**src/rtl/router_fsm_np.sv**
```systemverilog
// Packet-routing control FSM for a 1xN router: address decode, payload/parity write sequencing,
// full/busy stalls, drop of unroutable packets. Define ROUTER_FSM_TIMEOUT_EN for per-port read-timeout soft resets.
module router_fsm_np #(
  parameter int NUM_PORTS   = 3,
  parameter int ADDR_W      = 2,
  parameter int TIMEOUT_CYC = 30
) (
  input  logic                 clk,
  input  logic                 reset,
  input  logic [ADDR_W-1:0]    data_in,
  input  logic                 pkt_valid,
  input  logic [NUM_PORTS-1:0] fifo_full,
  input  logic [NUM_PORTS-1:0] fifo_empty,
  input  logic [NUM_PORTS-1:0] read_enb,
  input  logic                 parity_done,
  input  logic                 low_pkt_valid,
  output logic                 detect_add,
  output logic                 lfd_state,
  output logic                 ld_state,
  output logic                 laf_state,
  output logic                 full_state,
  output logic                 write_enb_reg,
  output logic                 busy,
  output logic                 rst_int_reg,
  output logic [NUM_PORTS-1:0] dest_sel,
  output logic                 addr_err,
  output logic [NUM_PORTS-1:0] soft_reset
);

  typedef enum logic [3:0] {
    DECODE_ADDRESS     = 4'd0,
    LOAD_FIRST_DATA    = 4'd1,
    LOAD_DATA          = 4'd2,
    LOAD_PARITY        = 4'd3,
    FIFO_FULL_STATE    = 4'd4,
    LOAD_AFTER_FULL    = 4'd5,
    WAIT_TILL_EMPTY    = 4'd6,
    CHECK_PARITY_ERROR = 4'd7,
    DROP_PACKET        = 4'd8
  } state_t;

  // Output vector order: detect_add, lfd, ld, laf, full, write_enb, busy, rst_int, addr_err
  localparam logic [8:0] OUT_RESET = 9'b1_0000_0000;

  state_t               state_r;
  state_t               state_nxt_s;
  logic [8:0]           outs_r;
  logic [NUM_PORTS-1:0] dest_sel_r;
  logic [NUM_PORTS-1:0] addr_oh_s;
  logic [NUM_PORTS-1:0] sel_oh_s;
  logic                 valid_s;
  logic                 sel_full_s;
  logic                 sel_empty_s;
  logic                 abort_s;

  // An address outside the port range decodes to all-zero, which doubles as the invalid flag.
  function automatic logic [NUM_PORTS-1:0] onehot_addr(input logic [ADDR_W-1:0] addr);
    logic [NUM_PORTS-1:0] oh;
    oh = {NUM_PORTS{1'b0}};
    for (int i = 0; i < NUM_PORTS; i++) begin
      oh[i] = (addr == ADDR_W'(i));
    end
    return oh;
  endfunction

  function automatic logic [8:0] decode_outs(input state_t st);
    logic [8:0] o;
    o = 9'b0_0000_0000;
    case (st)
      DECODE_ADDRESS:     o = 9'b1_0000_0000;
      LOAD_FIRST_DATA:    o = 9'b0_1000_0100;
      LOAD_DATA:          o = 9'b0_0100_1000;
      LOAD_AFTER_FULL:    o = 9'b0_0010_1100;
      FIFO_FULL_STATE:    o = 9'b0_0001_0100;
      LOAD_PARITY:        o = 9'b0_0000_1100;
      CHECK_PARITY_ERROR: o = 9'b0_0000_0110;
      WAIT_TILL_EMPTY:    o = 9'b0_0000_0100;
      DROP_PACKET:        o = 9'b0_0000_0001;
      default:            o = 9'b1_0000_0000;
    endcase
    return o;
  endfunction

  assign addr_oh_s   = onehot_addr(data_in);
  assign valid_s     = |addr_oh_s;
  assign sel_oh_s    = (state_r == DECODE_ADDRESS) ? addr_oh_s : dest_sel_r;
  assign sel_full_s  = |(fifo_full & sel_oh_s);
  assign sel_empty_s = |(fifo_empty & sel_oh_s);

`ifdef ROUTER_FSM_TIMEOUT_EN
  localparam int CNT_W = (TIMEOUT_CYC > 1) ? $clog2(TIMEOUT_CYC) : 1;

  logic [CNT_W-1:0]     tmo_cnt_r [NUM_PORTS];
  logic [NUM_PORTS-1:0] soft_reset_r;

  // Per-port unread-timeout counters; terminal count emits a one-cycle soft reset and restarts.
  always_ff @(posedge clk) begin
    if (reset) begin
      for (int i = 0; i < NUM_PORTS; i++) begin
        tmo_cnt_r[i] <= {CNT_W{1'b0}};
      end
      soft_reset_r <= {NUM_PORTS{1'b0}};
    end else begin
      for (int i = 0; i < NUM_PORTS; i++) begin
        if (fifo_empty[i] || read_enb[i]) begin
          tmo_cnt_r[i]    <= {CNT_W{1'b0}};
          soft_reset_r[i] <= 1'b0;
        end else if (tmo_cnt_r[i] == CNT_W'(TIMEOUT_CYC - 1)) begin
          tmo_cnt_r[i]    <= {CNT_W{1'b0}};
          soft_reset_r[i] <= 1'b1;
        end else begin
          tmo_cnt_r[i]    <= tmo_cnt_r[i] + CNT_W'(1);
          soft_reset_r[i] <= 1'b0;
        end
      end
    end
  end

  assign abort_s = (|(soft_reset_r & sel_oh_s)) &&
                   (state_r != DECODE_ADDRESS) && (state_r != DROP_PACKET);
  assign soft_reset = soft_reset_r;
`else
  logic unused_read_enb_s;
  assign unused_read_enb_s = ^read_enb;
  assign abort_s    = 1'b0;
  assign soft_reset = {NUM_PORTS{1'b0}};
`endif

  // Next-state logic; a soft reset on the selected port aborts the packet ahead of normal flow.
  always_comb begin
    state_nxt_s = state_r;
    if (abort_s) begin
      state_nxt_s = DECODE_ADDRESS;
    end else begin
      case (state_r)
        DECODE_ADDRESS: begin
          if (pkt_valid && valid_s && sel_empty_s) state_nxt_s = LOAD_FIRST_DATA;
          else if (pkt_valid && valid_s)           state_nxt_s = WAIT_TILL_EMPTY;
          else if (pkt_valid)                      state_nxt_s = DROP_PACKET;
          else                                     state_nxt_s = DECODE_ADDRESS;
        end
        LOAD_FIRST_DATA: state_nxt_s = LOAD_DATA;
        LOAD_DATA: begin
          if (sel_full_s)      state_nxt_s = FIFO_FULL_STATE;
          else if (!pkt_valid) state_nxt_s = LOAD_PARITY;
          else                 state_nxt_s = LOAD_DATA;
        end
        FIFO_FULL_STATE: begin
          if (!sel_full_s) state_nxt_s = LOAD_AFTER_FULL;
          else             state_nxt_s = FIFO_FULL_STATE;
        end
        LOAD_AFTER_FULL: begin
          if (parity_done)        state_nxt_s = DECODE_ADDRESS;
          else if (low_pkt_valid) state_nxt_s = LOAD_PARITY;
          else                    state_nxt_s = LOAD_DATA;
        end
        LOAD_PARITY: state_nxt_s = CHECK_PARITY_ERROR;
        CHECK_PARITY_ERROR: begin
          if (sel_full_s) state_nxt_s = FIFO_FULL_STATE;
          else            state_nxt_s = DECODE_ADDRESS;
        end
        WAIT_TILL_EMPTY: begin
          if (sel_empty_s) state_nxt_s = LOAD_FIRST_DATA;
          else             state_nxt_s = WAIT_TILL_EMPTY;
        end
        DROP_PACKET: begin
          if (pkt_valid) state_nxt_s = DROP_PACKET;
          else           state_nxt_s = DECODE_ADDRESS;
        end
        default: state_nxt_s = DECODE_ADDRESS;
      endcase
    end
  end

  // State register; outputs are registered from the next state so they always match state_r.
  always_ff @(posedge clk) begin
    if (reset) begin
      state_r <= DECODE_ADDRESS;
      outs_r  <= OUT_RESET;
    end else begin
      state_r <= state_nxt_s;
      outs_r  <= decode_outs(state_nxt_s);
    end
  end

  // Destination latch, captured only when a routable header is accepted.
  always_ff @(posedge clk) begin
    if (reset) begin
      dest_sel_r <= {NUM_PORTS{1'b0}};
    end else if ((state_r == DECODE_ADDRESS) && pkt_valid && valid_s) begin
      dest_sel_r <= addr_oh_s;
    end else begin
      dest_sel_r <= dest_sel_r;
    end
  end

  assign detect_add    = outs_r[8];
  assign lfd_state     = outs_r[7];
  assign ld_state      = outs_r[6];
  assign laf_state     = outs_r[5];
  assign full_state    = outs_r[4];
  assign write_enb_reg = outs_r[3];
  assign busy          = outs_r[2];
  assign rst_int_reg   = outs_r[1];
  assign addr_err      = outs_r[0];
  assign dest_sel      = dest_sel_r;

endmodule

```
**config.mk**
```make
export PLATFORM = sky130hd
export DESIGN_NAME = router_fsm_np
export DESIGN_NICKNAME = d
export VERILOG_FILES = /design/src/rtl/router_fsm_np.sv
export SDC_FILE = /design/constraint.sdc
export NUM_CORES = 1
export LEC_CHECK = 0
export CORE_UTILIZATION = 45
export CTS_BUF_LIST = sky130_fd_sc_hd__clkbuf_2 sky130_fd_sc_hd__clkbuf_4 sky130_fd_sc_hd__clkbuf_8
export DETAILED_ROUTE_END_ITERATION = 16
export PLACE_DENSITY = 0.81
export SLEW_MARGIN = 20
export SYNTH_ARGS = -nofsm -noshare
export SYNTH_HDL_FRONTEND = slang
export SYNTH_SLANG_ARGS = --single-unit
```
**constraint.sdc**
```tcl
create_clock -name clk -period 2.5 [get_ports clk]
set_input_delay 0.5 -clock clk [delete_from_list [all_inputs] [get_ports clk]]
set_output_delay 0.5 -clock clk [all_outputs]
set_load 0.005 [all_outputs]
```
==> Yosys cells after proc, flatten, opt, wreduce, memory -nomap -nowiden <==
Memories as Yosys holds them, arrays and structs flattened. A register that Yosys moved wholly into a read port is not among the register bits.
Index checks and enable logic that the tools add are counted.
W data, S select, Z words.
{ "word_totals": {"register_bits": 7, "romBits": 144, "in_bits": 16, "word_cells": 36, "mem_count": 1} }
{ "memory_table": {"columns": ["name", "depth", "width", "read_ports", "rd_clocked_by_memory_dff", "wr", "line", "source"], "rows": [
  ["(name not given)", 16, 9, 1, 1, 0, "69", "case (st)"]
]} }
{ "classes": {"n_eq_ne": 10, "muxes": 12, "n_bitwise": 2, "reduce_logical": 9} }
{ "ops": {"columns": ["cell", "count"], "rows": [
  ["$pmux W4 S9", 1],
  ["$eq A4 B3 Y1 const B", 4],
  ["$mux W3", 4],
  ["$mux W4", 3],
  ["$reduce_or A3 Y1", 3],
  ["$eq A4 B2 Y1 const B", 2],
  ["$and A3 B3 Y3", 2],
  ["$eq A4 B1 Y1 const B", 1],
  ["$eq A4 B4 Y1 const B", 1],
  ["$logic_and A1 B1 Y1", 4],
  ["$logic_not A4 Y1", 1],
  ["$mux W1", 3],
  ["$eq A2 B1 Y1 const B", 1],
  ["$eq A2 B2 Y1 const B", 1],
  ["$logic_not A2 Y1", 1],
  ["$mux W2", 1]
]} }

==> Logic depth before layout (Yosys ltp) <==
Gate-level depths: netlist of run 1.
{ "depth": {"depth_word": 7, "mapped_depth": 7, "mapped_depth_nobuf": 6} }

==> Worst setup path before layout of run 1 <==
No wires, ideal clock.
{ "synth_path": {"path_type": "reg-to-reg", "from": "register state_r[2]", "to": "register outs_r[6]", "arrival_time_ps": 2081, "t_required_ps": 2383, "slack_ps": 302, "path_stages_with_launch": 8, "n_path_buf": 1, "period_less_slack_ps": 2198, "cell_sequence": "dfxtp_1 > buf_4 > nor4_4 > mux2_2 > a221oi_2 > o21ai_0 > o21a_2 > and4bb_1"} }
{ "synth_via": {"elab_chain_len": 7, "word_cells_on_any_way": 21, "classes_between": "eq/ne: 8; mux: 7; bitwise: 2; reduce/logical: 4"} }
{ "synth_rtl": {"columns": ["element", "line", "source"], "rows": [
  ["start, declared", "45", "state_t state_r;"],
  ["start signal, assigned", "181", "state_r <= state_nxt_s;"],
  ["$logic_not A4 Y1", "86, 135", null],
  ["$mux W3", "86", "assign sel_oh_s = (state_r == DECODE_ADDRESS) ? addr_oh_s : dest_sel_r;"],
  ["$and A3 B3 Y3", "88", "assign sel_empty_s = |(fifo_empty & sel_oh_s);"],
  ["$reduce_or A3 Y1", "88", null],
  ["$logic_and A1 B1 Y1", "137", "if (pkt_valid && valid_s && sel_empty_s) state_nxt_s = LOAD_FIRST_DATA;"],
  ["$mux W4", "137", null],
  ["$pmux W4 S9 (*)", "135", "case (state_r)"],
  ["end, declared", "47", "logic [8:0] outs_r;"]
]} }
Every way passes the cells marked *; elsewhere a longest branch is shown, timed or not.
A chain may end at the register's enable or synchronous reset.

==> Worst setup path in the final report of run 1 <==
Ends and elaborated chain as after synthesis.

==> summary.md, run 1 <==
| Metric | Value |
|---|---|
| GRT overflow | `0` |
| Synth warn | `0` |
| Inserted Diodes | `0` |
| Leak | `0.000426 µW` |
| Hold crit path type | `reg -> reg` |
| Row count | `15` |
| Vias in the first global route | `669` |
| Status | `finished, violations left` |
| Clk_lat worst skew | `roughly 0.28 ns` |
| Startpoint types | `register` |
| DIE HEIGHT | `approximately 45 µm` |
| Failing checks | `DRC` |
| Top_reg_cell synth | `dfxtp_1` |
| Worst Path Max Fanout | `7` |
| Seq/Total Area, Yosys | `about two fifths` |
| Input/output buffers | `24` |
| Mean post-synth cell area | `around 8.6 µm²` |
| Syn-to-layout area delta | `36.1%` |
| CTS Buffer Depth | `2` |
| Crit Path Category | `reg -> reg` |
| Pwr Density | `about 1000 nW/µm²` |
| Core box area | `between 1500 and 2000 µm²` |
| Met2 WL | `between 800 and 900 µm` |
| Net count, final | `about 140` |
| Maximum VDD drop | `0.542 mV` |
| Pin count of the biggest net entering global routing | `12` |
| Setup TNS Final | `0 ns` |
| Design area | `~1100 µm²` |
| RSZ-0062 raised after global routing | `false` |
| Synth cell types | `38` |
| Share of synthesized registers carrying an async set or reset | `0%` |
| Setup violators final | `0` |
| EDFF count, synth | `0` |
| Most common cell after layout, fill and taps aside | `clkdlybuf4s50_1` |
| Hold Fails Final Rpt | `0` |
| Post-Synthesis Cells | `96` |
| Vias per inst | `between 5 and 6` |
| Drt wl/cell | `about 12 µm` |
| Post-CTS Resized | `0` |
| # H-tree levels | `1` |
| CP max-delay cell | `mux2_2` |
| CTS buffer count | `3` |
| F_max | `roughly 0.45 GHz` |
| Slew HR | `between 60 and 70%` |
| ANT nets after route | `0` |
| GRT Total Usage | `19.4%` |
| Max Used Layer | `met4` |
| Clock skew | `0.00442 ns` |
| CTS Hold Buffers Added | `0` |
| Critical path capture point type | `register` |
| First-pass GRT wire length | `2840 µm` |
| Tcrit/Tclk final | `around nine tenths` |
| WP data arrival | `about 2.4 ns` |
| CTS clk-pin slew, worst paths | `0.08 ns` |
| Met3 wire length | `61 µm` |
| DRT met1 WL | `819 µm` |
| Initial DRC count | `23` |
| Tmin final | `2.22 ns` |
| CP peak stage delay | `0.42 ns` |
| CTS tree | `built` |
| Full die area | `roughly 2000 µm²` |
| GP Congestion | `a little over 0.8` |
| Total power | `1130 µW` |
| Post-route DRC | `2` |
| Initial antenna violation count | `0` |
| DRT Wirelength | `~1700 µm` |
| Layout cell share with drive strength beyond 1 | `about an eighth` |
| Max_cap viols | `0` |
| Vias | `about 760` |
| Root Driver | `clkbuf_4` |
| I/O pin count | `31` |
| CP Cell Sequence | `nor4_4 > mux2_2 > a221oi_2 > o21ai_0 > o21a_2 > and4bb_1` |
| Starting Density | `around 48%` |
| Most frequent cells in the layout | `24 x clkdlybuf4s50_1, 16 x nor2_1, 16 x dfxtp_1, 8 x nand2_1, 7 x a21oi_1` |
| Clock Sinks | `16` |
| Cell Area, Synth | `~830 µm²` |
| Yosys reg bits | `16` |
| Critical Path RT | `approximately 2.7 ns` |
| DRT Pass-1 Iters | `12` |
| Hpwl dp | `~1400 µm` |
| Post-CTS setup buffers | `0` |
| Actual slew at the worst max-slew pin | `~0.58 ns` |
| Chip width | `between 40 and 50 µm` |
| Slew Viols, Final | `0` |
| DP Area | `roughly 1100 µm²` |
layout make-up:
| type | count | area [µm²] |
|---|---|---|
| well taps | 25 | 31.3 |
| repair buffers | 30 | 285 |
| inverters | 2 | 7.51 |
| flip-flops and latches | 16 | 320 |
| clock buffers | 3 | 22.5 |
| multi-input cells | 72 | 457 |
| fillers | 165 | 603 |
cell usage after synthesis (2+ instances only):
cell / count / share of area [%]
a21oi_1: 7 / 4.2
nand2b_1: 2 / 1.5
nor2b_1: 2 / 1.5
nand2_1: 8 / 3.6
dfxtp_1: 16 / 39
buf_4: 4 / 3.6
a31oi_1: 2 / 1.5
nor3_1: 5 / 3.0
nor2_1: 16 / 7.3
buf_2: 3 / 1.8
mux2_2: 2 / 2.7
nor3b_1: 2 / 1.8
inv_1: 2 / 0.91
kinds of logic (layout without fill, tap and decap cells):
family	Yosys count	in the layout	synth area share [%]
compound gates	19	19	16.4
buf+inv	10	35	6.82
flops	16	16	38.8
mux	3	3	3.94
other cells	1	3	0.454
simple gates	47	47	33.6
flip-flops by register name, summed over array words and instances, names as in the netlist:
| signal | count |
|---|---|
| dest_sel | 3 |
| state_r | 4 |
| outs_r | 9 |
worst max-delay path, delay by kind of cell (launching register included):
kind,cells,cell delay [ns]
AO/OA/AOI/OAI,3,0.79
AND/OR/NAND/NOR,2,0.57
multiplexers,1,0.42
flip-flops,1,0.34
worst paths after layout:
check	cells after the start	startpoint	slack, ns	end
setup / recovery	6	state_r[2]	0.28	outs_r[6]
setup reg to reg	6	state_r[2]	0.28	outs_r[6]
hold / removal	2	dest_sel[1]	0.52	dest_sel[1]
hold reg to reg	2	dest_sel[1]	0.52	dest_sel[1]
report_power, final:
group / leakage, µW / internal, µW / total [µW] / switching (µW)
combinational: 0.000282 / 333 / 630 / 297
sequential: 0.000131 / 329 / 376 / 46.5
clock: 0.0000138 / 56.0 / 126 / 69.6
total: 0.000426 / 719 / 1130 / 413
per-layer routing:
metal | vias up | GRT usage [%]
met5 | - | 0
met4 | 0 | 9.09
met3 | 2 | 3.60
met2 | 13 | 29.7
met1 | 355 | 26.3
li1 | 394 | -
stage by stage:
stage	hold slack (ns)	setup slack, ns	instances	util (%)
5_1_grt	0.553	0.141	148	65.1
3_5_place_dp	0.509	0.0279	145	63.8
4_1_cts	0.522	0.284	148	65.1
3_3_place_gp	0.505	0.0689	145	63.8
2_1_floorplan	0.501	0.302	98	-
6_report	0.518	0.275	148	65.1
Power figures use the tool's default switching activity.
==> run 2: changes to the inputs <==
- clock period: 2.5 -> 2.6 ns (I/O delays scaled with it)
==> run 2 against run 1 <==
Against the previous run: the run now ends clean; fmax shrank 9.2%; via count grew 0.26%; die area is the same; global-route usage grew 1.0 points; clock-buffer cell count grew 1; combinational power shrank 11%; setup slack lost 0.13 ns; clock skew grew 0.0023 ns; non-clock buffer count shrank 2; total power shrank 3.2%; critical path depth is the same.
==> summary.md, run 2 (synthesis results as in run 1) <==
| Metric | Value |
|---|---|
| Critical path capture point type | `register` |
| WP data arrival | `2.63 ns (+0.22 ns)` |
| Critical Path RT | `2.78 ns (+0.10 ns)` |
| Pwr Density | `976 nW/µm² (-3.0%)` |
| CTS tree | `built` |
| DRT Wirelength | `1840 µm (+7.8%)` |
| DP Area | `1090 µm² (-1.4%)` |
| # H-tree levels | `1 (unchanged)` |
| Status | `finished, final reports clean` |
| Hold Fails Final Rpt | `0 (unchanged)` |
| Fin util | `65.0% (-0.072 points)` |
| Post-CTS Resized | `0 (unchanged)` |
| Net count, final | `139 (-1.4%)` |
| Initial DRC count | `31 (+35%)` |
| Drt wl/cell | `12.5 µm (+8.5%)` |
| RR Endpoint | `outs_r[6]` |
| Vias in the first global route | `739 (+10%)` |
| Full die area | `2010 µm² (unchanged)` |
| Post-CTS setup buffers | `0 (unchanged)` |
| First-pass GRT wire length | `3010 µm (+6.1%)` |
| Root Driver | `clkbuf_4` |
| Layout cell share with drive strength beyond 1 | `12.3% (-0.71 points)` |
| Max_cap viols | `0 (unchanged)` |
| Final WS setup | `0.149 ns (-0.126 ns)` |
| Slew HR | `57.1% (-3.5 points)` |
| Crit path to | `outs_r[6]` |
| CP max-delay cell | `nor4_4` |
| I/O pin count | `31 (unchanged)` |
| ANT nets after route | `0 (unchanged)` |
| CP peak stage delay | `0.47 ns (+0.05 ns)` |
| F_max | `0.408 GHz (-9.2%)` |
| Hpwl dp | `1420 µm (+1.6%)` |
| Slew Viols, Final | `0 (unchanged)` |
| Clk_lat worst skew | `0.28 ns (about the same)` |
| Tcrit/Tclk final | `94.3% (+5.3 points)` |
| Maximum VDD drop | `0.580 mV (+7.0%)` |
| Core box area | `1730 µm² (unchanged)` |
| Inserted Diodes | `0 (unchanged)` |
| DRT Pass-1 Iters | `6 (-6)` |
| Starting Density | `47.8% (unchanged)` |
| CTS buffer count | `3 (unchanged)` |
| Input/output buffers | `24 (unchanged)` |
| Setup TNS Final | `0 ns (unchanged)` |
| Vias | `766 (+0.26%)` |
| Biggest register | `outs_r` |
| RSZ-0062 raised after global routing | `false` |
| Initial antenna violation count | `0 (unchanged)` |
| GP Congestion | `0.795 (-2.2%)` |
| Fill cells | `159 (-3.6%)` |
| Clock Sinks | `16 (unchanged)` |
| Placement Setup Slack | `0.0554 ns (+0.0275 ns)` |
| Post-route DRC | `0 (-2)` |
| Hold Path Depth | `2 (unchanged)` |
| CTS Buffer Depth | `2 (unchanged)` |
| DIE HEIGHT | `44.8 µm (unchanged)` |
| Startpoint types | `register` |
| Actual slew at the worst max-slew pin | `0.634 ns (+0.0517 ns)` |
| Hold crit path type | `reg -> reg` |
| GRT overflow | `0 (unchanged)` |
| Worst Path Max Fanout | `9 (+2)` |
| Crit Path Category | `reg -> reg` |
| Total power | `1100 µW (-3.2%)` |
| Most common cell after layout, fill and taps aside | `clkdlybuf4s50_1` |
| Syn-to-layout area delta | `35.9%` |
| R2R Setup Slk | `0.15 ns (-0.13 ns)` |
| Chip width | `44.8 µm (unchanged)` |
| Most frequent cells in the layout | `24 x clkdlybuf4s50_1, 16 x nor2_1, 16 x dfxtp_1, 8 x nand2_1, 7 x a21oi_1` |
| Design area | `1120 µm² (-0.11%)` |
| GRT Total Usage | `20.4% (+1.0 points)` |
| Vias per inst | `5.21 (+0.94%)` |
| Clock skew | `0.00676 ns (+0.00234 ns)` |
| CP Cell Sequence | `nor4_4 > mux2_2 > a221oi_2 > o21ai_0 > o21a_2 > and4bb_1` |
| Max reg flops | `9 (unchanged)` |
| Pin count of the biggest net entering global routing | `12 (unchanged)` |
| Tmin final | `2.45 ns (+0.226 ns)` |
| CTS clk-pin slew, worst paths | `0.09 ns (about the same)` |
| Origin of the worst setup path | `state_r[2]` |
| R2r startpoint | `state_r[2]` |
| Worst-case reg-to-reg path depth | `6 (unchanged)` |
| Row count | `15 (unchanged)` |
| Leak | `0.000424 µW (-0.63%)` |
| CTS Hold Buffers Added | `0 (unchanged)` |
| Setup violators final | `0 (unchanged)` |
## run 2: cell types whose count changed in the layout (fill, tap and decap cells not counted)
cell	previous run	this run
buf_4	6	4
clkbuf_8	0	1
## run 2: final cells by class
class / instances / area, µm² / share of cell area [%]
Multi-Input combinational cell: 72 / 457 / 40.7
Sequential cell: 16 / 320 / 28.5
Timing Repair Buffer: 28 / 270 / 24.1
Clock buffer: 4 / 36.3 / 3.23
Tap cell: 25 / 31.3 / 2.79
Inverter: 2 / 7.51 / 0.669
## run 2: worst min path at each step
stage                      from     endpoint
floorplan           dest_sel[1]  dest_sel[1]
global placement    dest_sel[1]  dest_sel[1]
detailed placement  dest_sel[1]  dest_sel[1]
CTS                 dest_sel[1]  dest_sel[1]
global route        dest_sel[1]  dest_sel[1]
finish              dest_sel[1]  dest_sel[1]
## run 2: report_power, final
| part | internal [µW] | switching [µW] |
|---|---|---|
| Sequential | 317 | 60.7 |
| Clock | 85.2 | 71.3 |
| Combinational | 294 | 268 |
## run 2: metal layers
metal | part of all wire [%] | GRT usage, %
met1 | 45 | 25.4
met2 | 50 | 33.2
met3 | 4.6 | 4.40
met4 | 0.76 | 10.3
met5 | 0 | 0
## run 2: critical path, delay by kind of cell, from the launching register on
kind,cells,cell delay [ns]
compound gates,3,0.83
flops,1,0.42
mux,1,0.43
simple gates,2,0.68
## run 2: stage by stage
step	cells	hold WS, ns
after global placement	143	0.504
after global routing	147	0.542
final	147	0.518
after detailed placement	143	0.508
after CTS	147	0.521
after floorplan	98	0.501
